`config.mk`:
```
export PLATFORM = sky130hd
export DESIGN_NAME = microwave_ctrl
export DESIGN_NICKNAME = d
export VERILOG_FILES = /design/src/rtl/microwave_ctrl.sv
export SDC_FILE = /design/constraint.sdc
export NUM_CORES = 1
export LEC_CHECK = 0
export CAP_MARGIN = 30
export CORE_MARGIN = 3
export CORE_UTILIZATION = 60
export CTS_CLUSTER_SIZE = 30
export DETAILED_ROUTE_END_ITERATION = 10
export PLACE_DENSITY = 0.81
export SYNTH_ARGS = -nofsm -noshare
export SYNTH_HDL_FRONTEND = slang
export SYNTH_SLANG_ARGS = --single-unit
export TNS_END_PERCENT = 50
```
`constraint.sdc`:
```
create_clock -name clock -period 7.3 [get_ports clock]
set_input_delay 1.46 -clock clock [delete_from_list [all_inputs] [get_ports clock]]
set_output_delay 1.46 -clock clock [all_outputs]
set_load 0.02 [all_outputs]
```
`src/rtl/microwave_ctrl.sv`:
```
// Microwave front-panel controller: keypad setpoint entry, timer sequencing,
// door interlock, magnetron power duty cycle and end-of-cook beeper.
//
// Ports:
//   clock, reset        system clock, asynchronous active-high reset
//   key_valid, key_code keypad strobe and code (0-9 digit, 10 clear,
//                       11 quick 00:30 start, 12 power step)
//   start_btn, stop_btn level buttons, rising-edge detected here
//   door_open           synchronised door switch, 1 = open
//   timer_done          timer idle flag from the countdown timer
//   timer_start/pause/stop  one-cycle registered command pulses to the timer
//   min, sec            setpoint to the timer (sec saturated to 59)
//   magnetron, lamp, beep, power  panel/cavity outputs
module microwave_ctrl #(
    parameter int POWER_TICK  = 5000000,
    parameter int BEEP_CYCLES = 100000000,
    parameter int ARM_TIMEOUT = 16
) (
    input  logic       clock,
    input  logic       reset,
    input  logic       key_valid,
    input  logic [3:0] key_code,
    input  logic       start_btn,
    input  logic       stop_btn,
    input  logic       door_open,
    input  logic       timer_done,
    output logic       timer_start,
    output logic       timer_pause,
    output logic       timer_stop,
    output logic [6:0] min,
    output logic [6:0] sec,
    output logic       magnetron,
    output logic       lamp,
    output logic       beep,
    output logic [3:0] power
);

    typedef enum logic [2:0] {
        S_IDLE,
        S_ARM,
        S_COOK,
        S_PAUSED,
        S_RESUME,
        S_FINISH
    } state_t;

    localparam int TW = (POWER_TICK > 1) ? $clog2(POWER_TICK) : 1;
    localparam int BW = (BEEP_CYCLES > 1) ? $clog2(BEEP_CYCLES) : 1;
    localparam int AW = (ARM_TIMEOUT > 1) ? $clog2(ARM_TIMEOUT) : 1;

    localparam logic [TW-1:0] TICK_LAST = TW'(POWER_TICK - 1);
    localparam logic [BW-1:0] BEEP_LAST = BW'(BEEP_CYCLES - 1);
    localparam logic [AW-1:0] ARM_LAST  = AW'(ARM_TIMEOUT - 1);

    // Digits d3..d0 packed so dig[3] is the tens-of-minutes digit.
    localparam logic [3:0][3:0] QUICK_SET = {4'd0, 4'd0, 4'd3, 4'd0};

    state_t           state_q, state_d;
    logic [3:0][3:0]  dig_q, dig_d;
    logic [3:0]       pwr_q, pwr_d;
    logic [6:0]       min_q, min_d;
    logic [6:0]       sec_q, sec_d;
    logic [AW-1:0]    arm_cnt_q, arm_cnt_d;
    logic [BW-1:0]    beep_cnt_q, beep_cnt_d;
    logic [TW-1:0]    tick_q, tick_d;
    logic [3:0]       slot_q, slot_d;
    logic             start_q, start_d;
    logic             pause_q, pause_d;
    logic             stop_q, stop_d;
    logic             mag_q, mag_d;
    logic             lamp_q, lamp_d;
    logic             beep_q, beep_d;
    logic             start_prev_q, stop_prev_q;

    logic start_ev, stop_ev;
    logic key_digit, key_clear, key_quick, key_power;
    logic setpt_nz;
    logic [6:0] sec_raw;

    function automatic logic [6:0] two_dig(input logic [3:0] hi,
                                           input logic [3:0] lo);
        return 7'(hi) * 7'd10 + 7'(lo);
    endfunction

    assign start_ev  = start_btn & ~start_prev_q;
    assign stop_ev   = stop_btn & ~stop_prev_q;
    assign key_digit = key_code <= 4'd9;
    assign key_clear = key_code == 4'd10;
    assign key_quick = key_code == 4'd11;
    assign key_power = key_code == 4'd12;
    assign setpt_nz  = dig_q != '0;

    always_comb begin
        state_d    = state_q;
        dig_d      = dig_q;
        pwr_d      = pwr_q;
        arm_cnt_d  = '0;
        beep_cnt_d = '0;
        start_d    = 1'b0;
        pause_d    = 1'b0;
        stop_d     = 1'b0;
        unique case (state_q)
            S_IDLE: begin
                if (stop_ev) begin
                    dig_d = '0;
                end else if (start_ev) begin
                    if (!door_open && setpt_nz) begin
                        start_d = 1'b1;
                        state_d = S_ARM;
                    end
                end else if (key_valid) begin
                    unique case (1'b1)
                        key_digit: dig_d = {dig_q[2:0], key_code};
                        key_clear: dig_d = '0;
                        key_quick: begin
                            if (!door_open) begin
                                dig_d   = QUICK_SET;
                                start_d = 1'b1;
                                state_d = S_ARM;
                            end
                        end
                        key_power: begin
                            pwr_d = (pwr_q == 4'd1) ? 4'd10
                                                    : pwr_q - 4'd1;
                        end
                        default: ;
                    endcase
                end
            end
            S_ARM: begin
                // The timer sees our start pulse one cycle late, so
                // done is allowed a bounded window to fall.
                if (stop_ev) begin
                    stop_d  = 1'b1;
                    state_d = S_IDLE;
                end else if (!timer_done) begin
                    state_d = S_COOK;
                end else if (arm_cnt_q == ARM_LAST) begin
                    stop_d  = 1'b1;
                    state_d = S_IDLE;
                end else begin
                    arm_cnt_d = arm_cnt_q + 1'b1;
                end
            end
            S_COOK: begin
                if (stop_ev) begin
                    stop_d  = 1'b1;
                    dig_d   = '0;
                    state_d = S_IDLE;
                end else if (door_open) begin
                    pause_d = 1'b1;
                    state_d = S_PAUSED;
                end else if (timer_done) begin
                    state_d = S_FINISH;
                end
            end
            S_PAUSED: begin
                if (stop_ev) begin
                    stop_d  = 1'b1;
                    dig_d   = '0;
                    state_d = S_IDLE;
                end else if (start_ev && !door_open) begin
                    start_d = 1'b1;
                    state_d = S_RESUME;
                end
            end
            S_RESUME: begin
                // A paused timer already reports done = 0.
                if (stop_ev) begin
                    stop_d  = 1'b1;
                    dig_d   = '0;
                    state_d = S_IDLE;
                end else begin
                    state_d = S_COOK;
                end
            end
            S_FINISH: begin
                if (stop_ev || door_open) begin
                    state_d = S_IDLE;
                end else if (beep_cnt_q == BEEP_LAST) begin
                    dig_d   = '0;
                    state_d = S_IDLE;
                end else begin
                    beep_cnt_d = beep_cnt_q + 1'b1;
                end
            end
            default: state_d = S_IDLE;
        endcase
    end

    always_comb begin
        min_d   = two_dig(dig_d[3], dig_d[2]);
        sec_raw = two_dig(dig_d[1], dig_d[0]);
        sec_d   = (sec_raw > 7'd59) ? 7'd59 : sec_raw;
        beep_d  = state_d == S_FINISH;
        lamp_d  = (state_d == S_COOK) || (state_d == S_PAUSED);
        // Duty window restarts at slot 0 on every entry to COOK.
        tick_d  = '0;
        slot_d  = '0;
        if (state_d == S_COOK && state_q == S_COOK) begin
            if (tick_q == TICK_LAST) begin
                slot_d = (slot_q == 4'd9) ? 4'd0 : slot_q + 4'd1;
            end else begin
                tick_d = tick_q + 1'b1;
                slot_d = slot_q;
            end
        end
        mag_d = (state_d == S_COOK) && (slot_d < pwr_d);
    end

    always_ff @(posedge clock or posedge reset) begin
        if (reset) begin
            state_q      <= S_IDLE;
            dig_q        <= '0;
            pwr_q        <= 4'd10;
            min_q        <= '0;
            sec_q        <= '0;
            arm_cnt_q    <= '0;
            beep_cnt_q   <= '0;
            tick_q       <= '0;
            slot_q       <= '0;
            start_q      <= 1'b0;
            pause_q      <= 1'b0;
            stop_q       <= 1'b0;
            mag_q        <= 1'b0;
            lamp_q       <= 1'b0;
            beep_q       <= 1'b0;
            start_prev_q <= 1'b0;
            stop_prev_q  <= 1'b0;
        end else begin
            state_q      <= state_d;
            dig_q        <= dig_d;
            pwr_q        <= pwr_d;
            min_q        <= min_d;
            sec_q        <= sec_d;
            arm_cnt_q    <= arm_cnt_d;
            beep_cnt_q   <= beep_cnt_d;
            tick_q       <= tick_d;
            slot_q       <= slot_d;
            start_q      <= start_d;
            pause_q      <= pause_d;
            stop_q       <= stop_d;
            mag_q        <= mag_d;
            lamp_q       <= lamp_d;
            beep_q       <= beep_d;
            start_prev_q <= start_btn;
            stop_prev_q  <= stop_btn;
        end
    end

    assign timer_start = start_q;
    assign timer_pause = pause_q;
    assign timer_stop  = stop_q;
    assign min         = min_q;
    assign sec         = sec_q;
    // The door cuts the magnetron without waiting for a clock edge.
    assign magnetron   = mag_q & ~door_open;
    assign lamp        = lamp_q | door_open;
    assign beep        = beep_q;
    assign power       = pwr_q;

endmodule

```
### Yosys cells after proc, flatten, opt, wreduce, memory -nomap -nowiden

Cells that the tools add are included.

| word-level totals | value |
|---|---|
| flip-flop bits (word level) | 103 |
| input port bits | 11 |
| output and inout port bits | 24 |
| word-level logic and storage cells | 128 |

| cells by class | value |
|---|---|
| $add $sub $neg | 7 |
| $mul | 2 |
| magnitude comparators | 3 |
| eq/ne operators | 16 |
| muxes and demuxes | 63 |
| bitwise gates (word level) | 7 |
| reduce and logical (&&, ||, !) cells | 10 |

Operators by type and width:

| operator | count |
|---|---|
| 2-to-1 mux 16 bit | 7 |
| one-hot mux 16 bit (3 select lines) | 2 |
| 2-to-1 mux 27 bit | 3 |
| 2-to-1 mux 4 bit | 13 |
| 2-to-1 mux 3 bit | 16 |
| 2-to-1 mux 23 bit | 2 |
| adder 27 x 1 -> 27 bit, second input constant | 1 |
| equality test 27 bit, second input constant | 1 |
| adder 23 x 1 -> 23 bit, second input constant | 1 |
| equality test 23 bit, second input constant | 1 |
| equality test 4 bit, second input constant | 5 |
| one-hot mux 3 bit (6 select lines) | 1 |
| nonzero test 16 bit | 1 |
| 2-to-1 mux 1 bit | 15 |
| adder 7 x 4 -> 7 bit | 2 |
| equality test 3 x 2 -> 1 bit, second input constant | 4 |
| multiplier 4 x 3 -> 6 bit, second input constant | 2 |
| equality test 3 bit, second input constant | 3 |
| adder 4 x 1 -> 4 bit, second input constant | 2 |
| > comparator 7 x 6 -> 1 bit, second input constant | 1 |
| 2-to-1 mux 7 bit | 1 |
| equality test 4 x 1 -> 1 bit, second input constant | 1 |
| <= comparator 4 bit, second input constant | 1 |
| logical AND 1 bit | 4 |
| 12 further kinds | 18 |

### Longest topological paths before layout

Gate-level depths: netlist of run 1.

| depth | value |
|---|---|
| word-level depth | 11 |
| mapped depth | 18 |
| mapped depth without buffers | 17 |

### Worst setup path before layout of run 1

Ideal clock, no wire load.

| timing path | value |
|---|---|
| kind | in2reg |
| from | input stop_btn |
| to | register sec_q[0], in the netlist sec[0] |
| setup time | 0.132 ns |
| data arrival time | 5.320 ns |
| required time | 7.168 ns |
| path slack | 1.848 ns |
| cell stages on the path | 17 |
| buffers on the path | 2 |
| cell sequence | nor2b_1 -> nor3_1 -> o211ai_1 -> or3_1 -> buf_2 -> clkbuf_1 -> o21a_1 -> ha_1 -> ha_1 -> inv_1 -> fa_1 -> nand2b_1 -> nor3_1 -> xor2_1 -> nand2_1 -> o211ai_2 -> or3b_1 |

RTL lines:

| what | RTL line | text |
|---|---|---|
| from (decl) | 24 | `input logic stop_btn,` |
| to (signal assigned) | 217 | `sec_q <= '0;` |
| to (signal assigned) | 235 | `sec_q <= sec_d;` |
| to (decl) | 62 | `logic [6:0] sec_q, sec_d;` |

==> impl_results.md, run 1 <==
* Dominant cells by area after synthesis: dfrtp_1 (47%), nor2_1 (5.6%), xnor2_1 (5.1%)
* Endpoints failing setup at 0
* GRT Total Usage at 0.221
* Synth Instances at about 540
* Share of layout cells above drive strength 1 at 0.0452
* Seq cells post-synth at 102
* Number of buffers and inverters on the critical path at 2
* Layout area overhead at 11.6%
* Max stage delay on crit path at 630 ps
* Core Area at ~8400 um2
* Power Dens Cells at approximately 230 nW/um2
* RD Place Congestion at 0.914
* First-pass GRT wire length at around 18 mm
* Cell class contributing the biggest share of worst-path delay: simple AND/OR/NAND/NOR gates
* Input/output buffers at 34
* Crit-path max FO at 14
* Switch share at 0.337
* Synth top area share at 0.469
* Part of the power in registers at 0.477
* Max Cap Viol at 0
* Combinational Power Share at 0.269
* Leak at about 2.6 nW
* Clk pwr share at 0.255
* Vias per inst at 5.86
* Clock transition at path regs at 100 ps
* Vias post-DR at roughly 4.0k
* Diode count at 0
* Largest net degree at the start of global routing at 69
* Die ar. at 10100 um2
* Final clock skew at 16.6 ps
* Most common cell in the synthesized netlist: dfrtp_1
* Worst-Margin Slew at 862 ps
* YS warnings at 0
* Post-CTS Setup Bufs at 0
* Yosys top cell by area: dfrtp_1
* Initial antenna violation count at 0
* Main synth FF type: dfrtp_1
* Die Width at around 100 um
* Most instantiated cells after synthesis: dfrtp_1 (100), nor2_1 (80), nand2_1 (37), xnor2_1 (31), inv_1 (28)
* Total power at 1.38 mW
* Row cnt at 33
* Initial Utilization at 0.634
* Synth unique cells at 60
* Hpwl dp at between 7 and 8 mm
* Cts hold-fix bufs at 0
* Max stage delay cell, worst path: or3_1
* Final setup TNS at 0 ps
* Die Ht at 100 um
* Max-slew violation count at 0
* H-tree depth at 3
* Vias in the first global route at between 3k and 4k
* Placement Cell Area at 5770 um2
* Post-route cell area at about 6000 um2
* P_sw at ~0.46 mW
* 1st-pass router iterations at 4
* Post-synth EDFFs at 0
* Status: complete, no violations
* Worst Hold Class: register to register
* Rel. slew slack at 0.424
* Detailed Route Iter0 Violations at between 200 and 250
* Root Driver: clkbuf_8
* Syn_nets at 572
* Skew-Pair Late Insertion Delay at 360 ps
* Per-cell routed wire length at between 15 and 20 um
* Final Hold Viols at 0
* CP Capture Type: register
* DRT Wirelength at 10.6 mm
* Worst IR Drop VDD at 0.000148 V
* Worst Path Arrival at ~6400 ps
* Crit path kind: input pin to register
* Seq/Total Area, Yosys at 0.479
* Clock sink count at approximately 100
* Crit path required time at ~7500 ps
* Gr ovfl total at 0
* RSZ-0062 raised after global routing: no
* Internal power at approximately 0.9 mW
* Post_cts resized at 0
* Mean post-synth cell area at 9.94 um2
* DR DRC count at 0
* Post-Syn Area at 5340 um2
* Asr flop ratio synth at 1.00
* CP Launch Type: input pin
* Clk buf depth at 2
* Crit-path cells: clkdlybuf4s50_1, nor2b_1, nor3_1, o211ai_1, or3_1, o21a_1, ha_1, ha_1, inv_1, fa_1, nand2b_1, nor3_1, xnor2_1, o311ai_0, o211ai_2, or3b_1
* Layout net count at 605
* CTS buffer count at 9
* Maximum clock frequency at 162 MHz
* Fill count at 629
* Num ports at 35
* Period Utilization, post-route at 0.844
* Antenna-violating nets left at 0
* CTS tree: yes
* Period minus WS final at 6160 ps
final timing paths:
path,end,cells past startpoint,slack (ps),startpoint
worst min register to register,arm_cnt_q[3],1,500,arm_cnt_q[3]
min in group asynchronous,beep_cnt_q[7],2,1450,reset
worst min-delay path,arm_cnt_q[3],1,500,arm_cnt_q[3]
max in group asynchronous,async pin,3,4680,reset
worst max-delay path,sec[0],16,1140,stop_btn
worst max register to register,sec[0],15,2220,state_q[2]
cell usage in the layout, fill, tap and decap left out, types with 3 or more instances in the layout:
cell type	netlist	layout
inv_1	28	27
mux2i_1	3	3
o21ai_0	10	10
nor3_1	12	12
and3_1	15	15
nor3b_1	4	4
xor2_1	27	27
nand4_1	16	16
a211oi_1	5	5
nand2b_1	6	6
clkdlybuf4s50_1	0	34
nor2b_1	8	8
fa_1	4	4
nor2_1	80	80
a21o_1	6	6
dfrtp_1	100	100
nor4_1	9	9
nand2_1	37	37
nor4b_1	5	5
clkbuf_8	0	9
a22o_1	11	11
a21oi_1	13	13
ha_1	20	20
and4_1	3	3
xnor2_1	31	31
nand3_1	24	24
or4_1	3	3
registers in the layout, summed over array words and instances (netlist names), 3 cells and up, named ones only:
name        flops
sec             7
power           4
tick_q         23
min             6
beep_cnt_q     27
slot_q          4
arm_cnt_q       4
state_q         3
dig_q          15
stage by stage:
step                       util  worst slack (ps)  cells  hold slack (ps)
after floorplan               -              1850    537              448
after global routing      0.707               892    680              521
after global placement    0.685              1150    664              464
after detailed placement  0.685               849    664              486
final                     0.707              1140    680              502
after CTS                 0.707              1210    680              507
cell type report:
cell class	instances	area, um2	share of cell area
multi-input combinational	393	2620	0.439
tap	105	131	0.0220
timing repair buffer	36	355	0.0596
sequential	102	2550	0.429
clock inverter	5	60.1	0.0101
inverter	28	108	0.0181
clock buffer	11	131	0.0220
power by group through the flow:
stage / registers [mW] / logic, mW / clock network (mW)
finish: 0.656 / 0.369 / 0.350
global route: 0.661 / 0.407 / 0.383
CTS: 0.655 / 0.369 / 0.362
detailed placement: 0.665 / 0.367 / 0
global placement: 0.663 / 0.352 / 0
floorplan: 0.675 / 0.235 / 0
worst register-to-register path, stage by stage, from the launching register on:
cell,delay (ps)
dfrtp_1,500
inv_1,150
nor3_1,550
o211ai_1,200
or3_1,630
o21a_1,280
ha_1,290
ha_1,200
inv_1,60
fa_1,480
nand2b_1,220
nor3_1,350
xnor2_1,190
o311ai_0,240
o211ai_2,240
or3b_1,380
logic make-up (layout without fill, tap and decap cells):
family                     Yosys count  count (layout)  synth area share
muxes                                5               5           0.00984
other                                1               1          0.000702
AOI/OAI and AO/OA                   69              69            0.0954
buffers and inverters               42              80            0.0312
and+or+nand+nor                    236             236             0.227
adders and majority gates           24              24            0.0619
DFF                                102             102             0.479
xor gates and xnor gates            58              58            0.0951
per-layer routing:
metal / share of wire / track usage
met1: 0.47 / 0.305
met2: 0.49 / 0.363
met3: 0.035 / 0.0334
met4: 0.0093 / 0.0642
met5: 0 / 0
(Power assumes the default switching activity.)
==> run 2, diff against run 1 <==
Settings changed: CORE_UTILIZATION 60 to 54, PLACE_DENSITY 0.81 to 0.77.
Clock period 7.3 ns to 5.22 ns, I/O delays scaled along.
==> run 2 against run 1 <==
- clock power increased by 75%
- utilization is 5.3 points lower
- cell area rose by 3.4%
- clock skew shrank 4.4 ps
- global-route usage shrank 1.0 points
- register-to-register slack lost 1500 ps
- total power increased by 52%
- via count up 2.4%
- count of clock-buffer cells in the layout stayed put
- wire length grew 6.0%
- combinational power rose by 50%
==> impl_results.md, run 2 (same netlist as run 1, synthesis figures left out) <==
* Fill count at 767 (was 629)
* Row cnt at 35 (was 33)
* Vias per inst at 5.70 (was 5.86)
* Max Cap Viol at 0 (unchanged)
* Worst IR Drop VDD at 0.000343 V (was 0.000148 V)
* Largest Register: beep_cnt_q (unchanged)
* Placement Cell Area at 5880 um2 (was 5770 um2)
* Clock transition at path regs at 100 ps (about the same)
* Final clock skew at 12.2 ps (was 16.6 ps)
* CP Capture Type: register (unchanged)
* Clk buf depth at 2 (unchanged)
* Worst Hold Slack at 507 ps (was 502 ps)
* H-tree depth at 3 (unchanged)
* Cts hold-fix bufs at 0 (unchanged)
* Largest register FFs at 27 (unchanged)
* Fin cells at 716 (was 680)
* RSZ-0062 raised after global routing: no (unchanged)
* Diode count at 0 (unchanged)
* Crit-path max FO at 3 (was 14)
* Period Utilization, post-route at 0.939
* CTS buffer count at 9 (unchanged)
* Gr ovfl total at 0 (unchanged)
* Rel. slew slack at 0.393 (was 0.424)
* Endpoints failing setup at 0 (unchanged)
* Num ports at 35 (unchanged)
* DRT Wirelength at 11.2 mm (was 10.6 mm)
* First-pass GRT wire length at 19.3 mm (was 18.0 mm)
* Vias in the first global route at 4101 (was 3879)
* Power Dens Cells at 338 nW/um2 (was 231 nW/um2)
* DR DRC count at 0 (unchanged)
* Antenna-violating nets left at 0 (unchanged)
* Top Registers: beep_cnt_q (27), tick_q (23), dig_q (15) (unchanged)
* Root Driver: clkbuf_8 (unchanged)
* RD Place Congestion at 0.901 (was 0.914)
* Period minus WS final at 4900 ps
* Crit path kind: input pin to register (unchanged)
* Initial antenna violation count at 0 (unchanged)
* Core Area at 9420 um2 (was 8420 um2)
* Die ar. at 11100 um2 (was 10100 um2)
* Vias post-DR at 4081 (was 3985)
* CTS tree: yes (unchanged)
* Initial Utilization at 0.567 (was 0.634)
* Detailed Route Iter0 Violations at 245 (was 222)
* 1st-pass router iterations at 4 (unchanged)
* Worst Path Arrival at 5140 ps (was 6390 ps)
* Worst Hold Class: register to register (unchanged)
* Post-CTS Setup Bufs at 0 (unchanged)
* Input/output buffers at 34 (unchanged)
* Commonest non-fill, non-tap cell in the layout: dfrtp_1 (unchanged)
* Final setup TNS at 0 ps (unchanged)
* Largest net degree at the start of global routing at 77 (was 69)
* Hpwl dp at 8.05 mm (was 7.75 mm)
* Layout area overhead at 15.4% (was 11.6%)
* Share of layout cells above drive strength 1 at 0.0698 (was 0.0452)
* Die Width at 105 um (was 100 um)
* Most frequent cells in the layout: dfrtp_1 (100), nor2_1 (80), nand2_1 (37) (unchanged)
* Status: complete, no violations (unchanged)
* Per-cell routed wire length at 15.7 um (was 15.6 um)
* Skew-Pair Late Insertion Delay at 370 ps (was 360 ps)
* Crit path required time at 5470 ps (was 7530 ps)
* Clock sink count at 102 (unchanged)
* Die Ht at 105 um (was 100 um)
* Core Util, Final at 0.654 (was 0.707)
* GRT Total Usage at 0.211 (was 0.221)
* Max-slew violation count at 0 (unchanged)
* Maximum clock frequency at 204 MHz
* Worst-Margin Slew at 908 ps (was 862 ps)
* Leak at 2.72 nW (was 2.63 nW)
* Final Hold Viols at 0 (unchanged)
* Layout net count at 617 (was 605)
* CP Launch Type: input pin (unchanged)
* Post-route cell area at 6160 um2 (was 5960 um2)
* DP Cell Count at 699 (was 664)
[run 2: changes by cell type in the layout (fill, tap and decap cells not counted)]
cell and delta:
buf_4 +11, bufinv_16 +2, clkbuf_1 -2, clkbuf_8 +2
clkinv_4 -2, buf_12 +1, clkinv_2 -1, clkinvlp_4 +1
nor3_1 -1, nor3_2 +1
[run 2: critical path, stage by stage]
cell and delay [ps]:
clkdlybuf4s50_1 460, nor2b_1 170, nor3_1 260, nand3_1 130
a21oi_1 230, nand2_1 130, a221o_1 350, ha_1 290
ha_1 200, inv_1 60, fa_1 440, nand2b_1 210
nor3_2 300, xor2_1 220, nand2_1 90, o211ai_2 170
or3b_1 380
[run 2: layer usage]
layer  vias up  track usage  wire (um)
li1       1971            -          -
met3        15       0.0441        446
met2        91        0.343       5540
met1      2004        0.284       5090
met5         -            0          0
met4         0       0.0647        148
[run 2: repair_timing]
| action | 4_1_cts | 5_1_grt |
|---|---|---|
| setup endpoints to repair | 0 | 1 |
| resized for setup | 0 | 1 |
| endpoints found under the hold margin | 0 | 0 |
[run 2: cell type report]
class | instances | area (um2) | share of cell area
clock buffer | 11 | 151 | 0.0246
tap | 129 | 161 | 0.0262
inverter | 28 | 108 | 0.0175
clock inverter | 5 | 105 | 0.0171
multi-input combinational | 393 | 2620 | 0.426
timing repair buffer | 48 | 458 | 0.0743
sequential | 102 | 2550 | 0.415
[run 2: through the flow]
| step | power, mW | setup WS (ps) |
|---|---|---|
| CTS | 2.09 | 307 |
| global placement | 1.45 | 117 |
| floorplan | 1.27 | 184 |
| detailed placement | 1.47 | -21.4 |
| finish | 2.08 | 321 |
| global route | 2.19 | 6.95 |
[run 2: final timing paths]
check | from | to | slack (ps) | cells after the start
worst max-delay path | stop_btn | sec[0] | 320 | 17
worst min-delay path | tick_q[0] | tick_q[0] | 510 | 1
worst max register to register | beep_cnt_q[12] | sec[0] | 740 | 16
worst min register to register | tick_q[0] | tick_q[0] | 510 | 1
max in group asynchronous | reset | timer_pause | 3420 | 3
min in group asynchronous | reset | tick_q[10] | 1050 | 2
[run 2: where the power goes]
group	leakage (nW)	internal, mW	switching [mW]
Combinational	1.19	0.224	0.331
Clock	0.122	0.345	0.269
Sequential	1.40	0.854	0.0625
Total	2.72	1.42	0.662
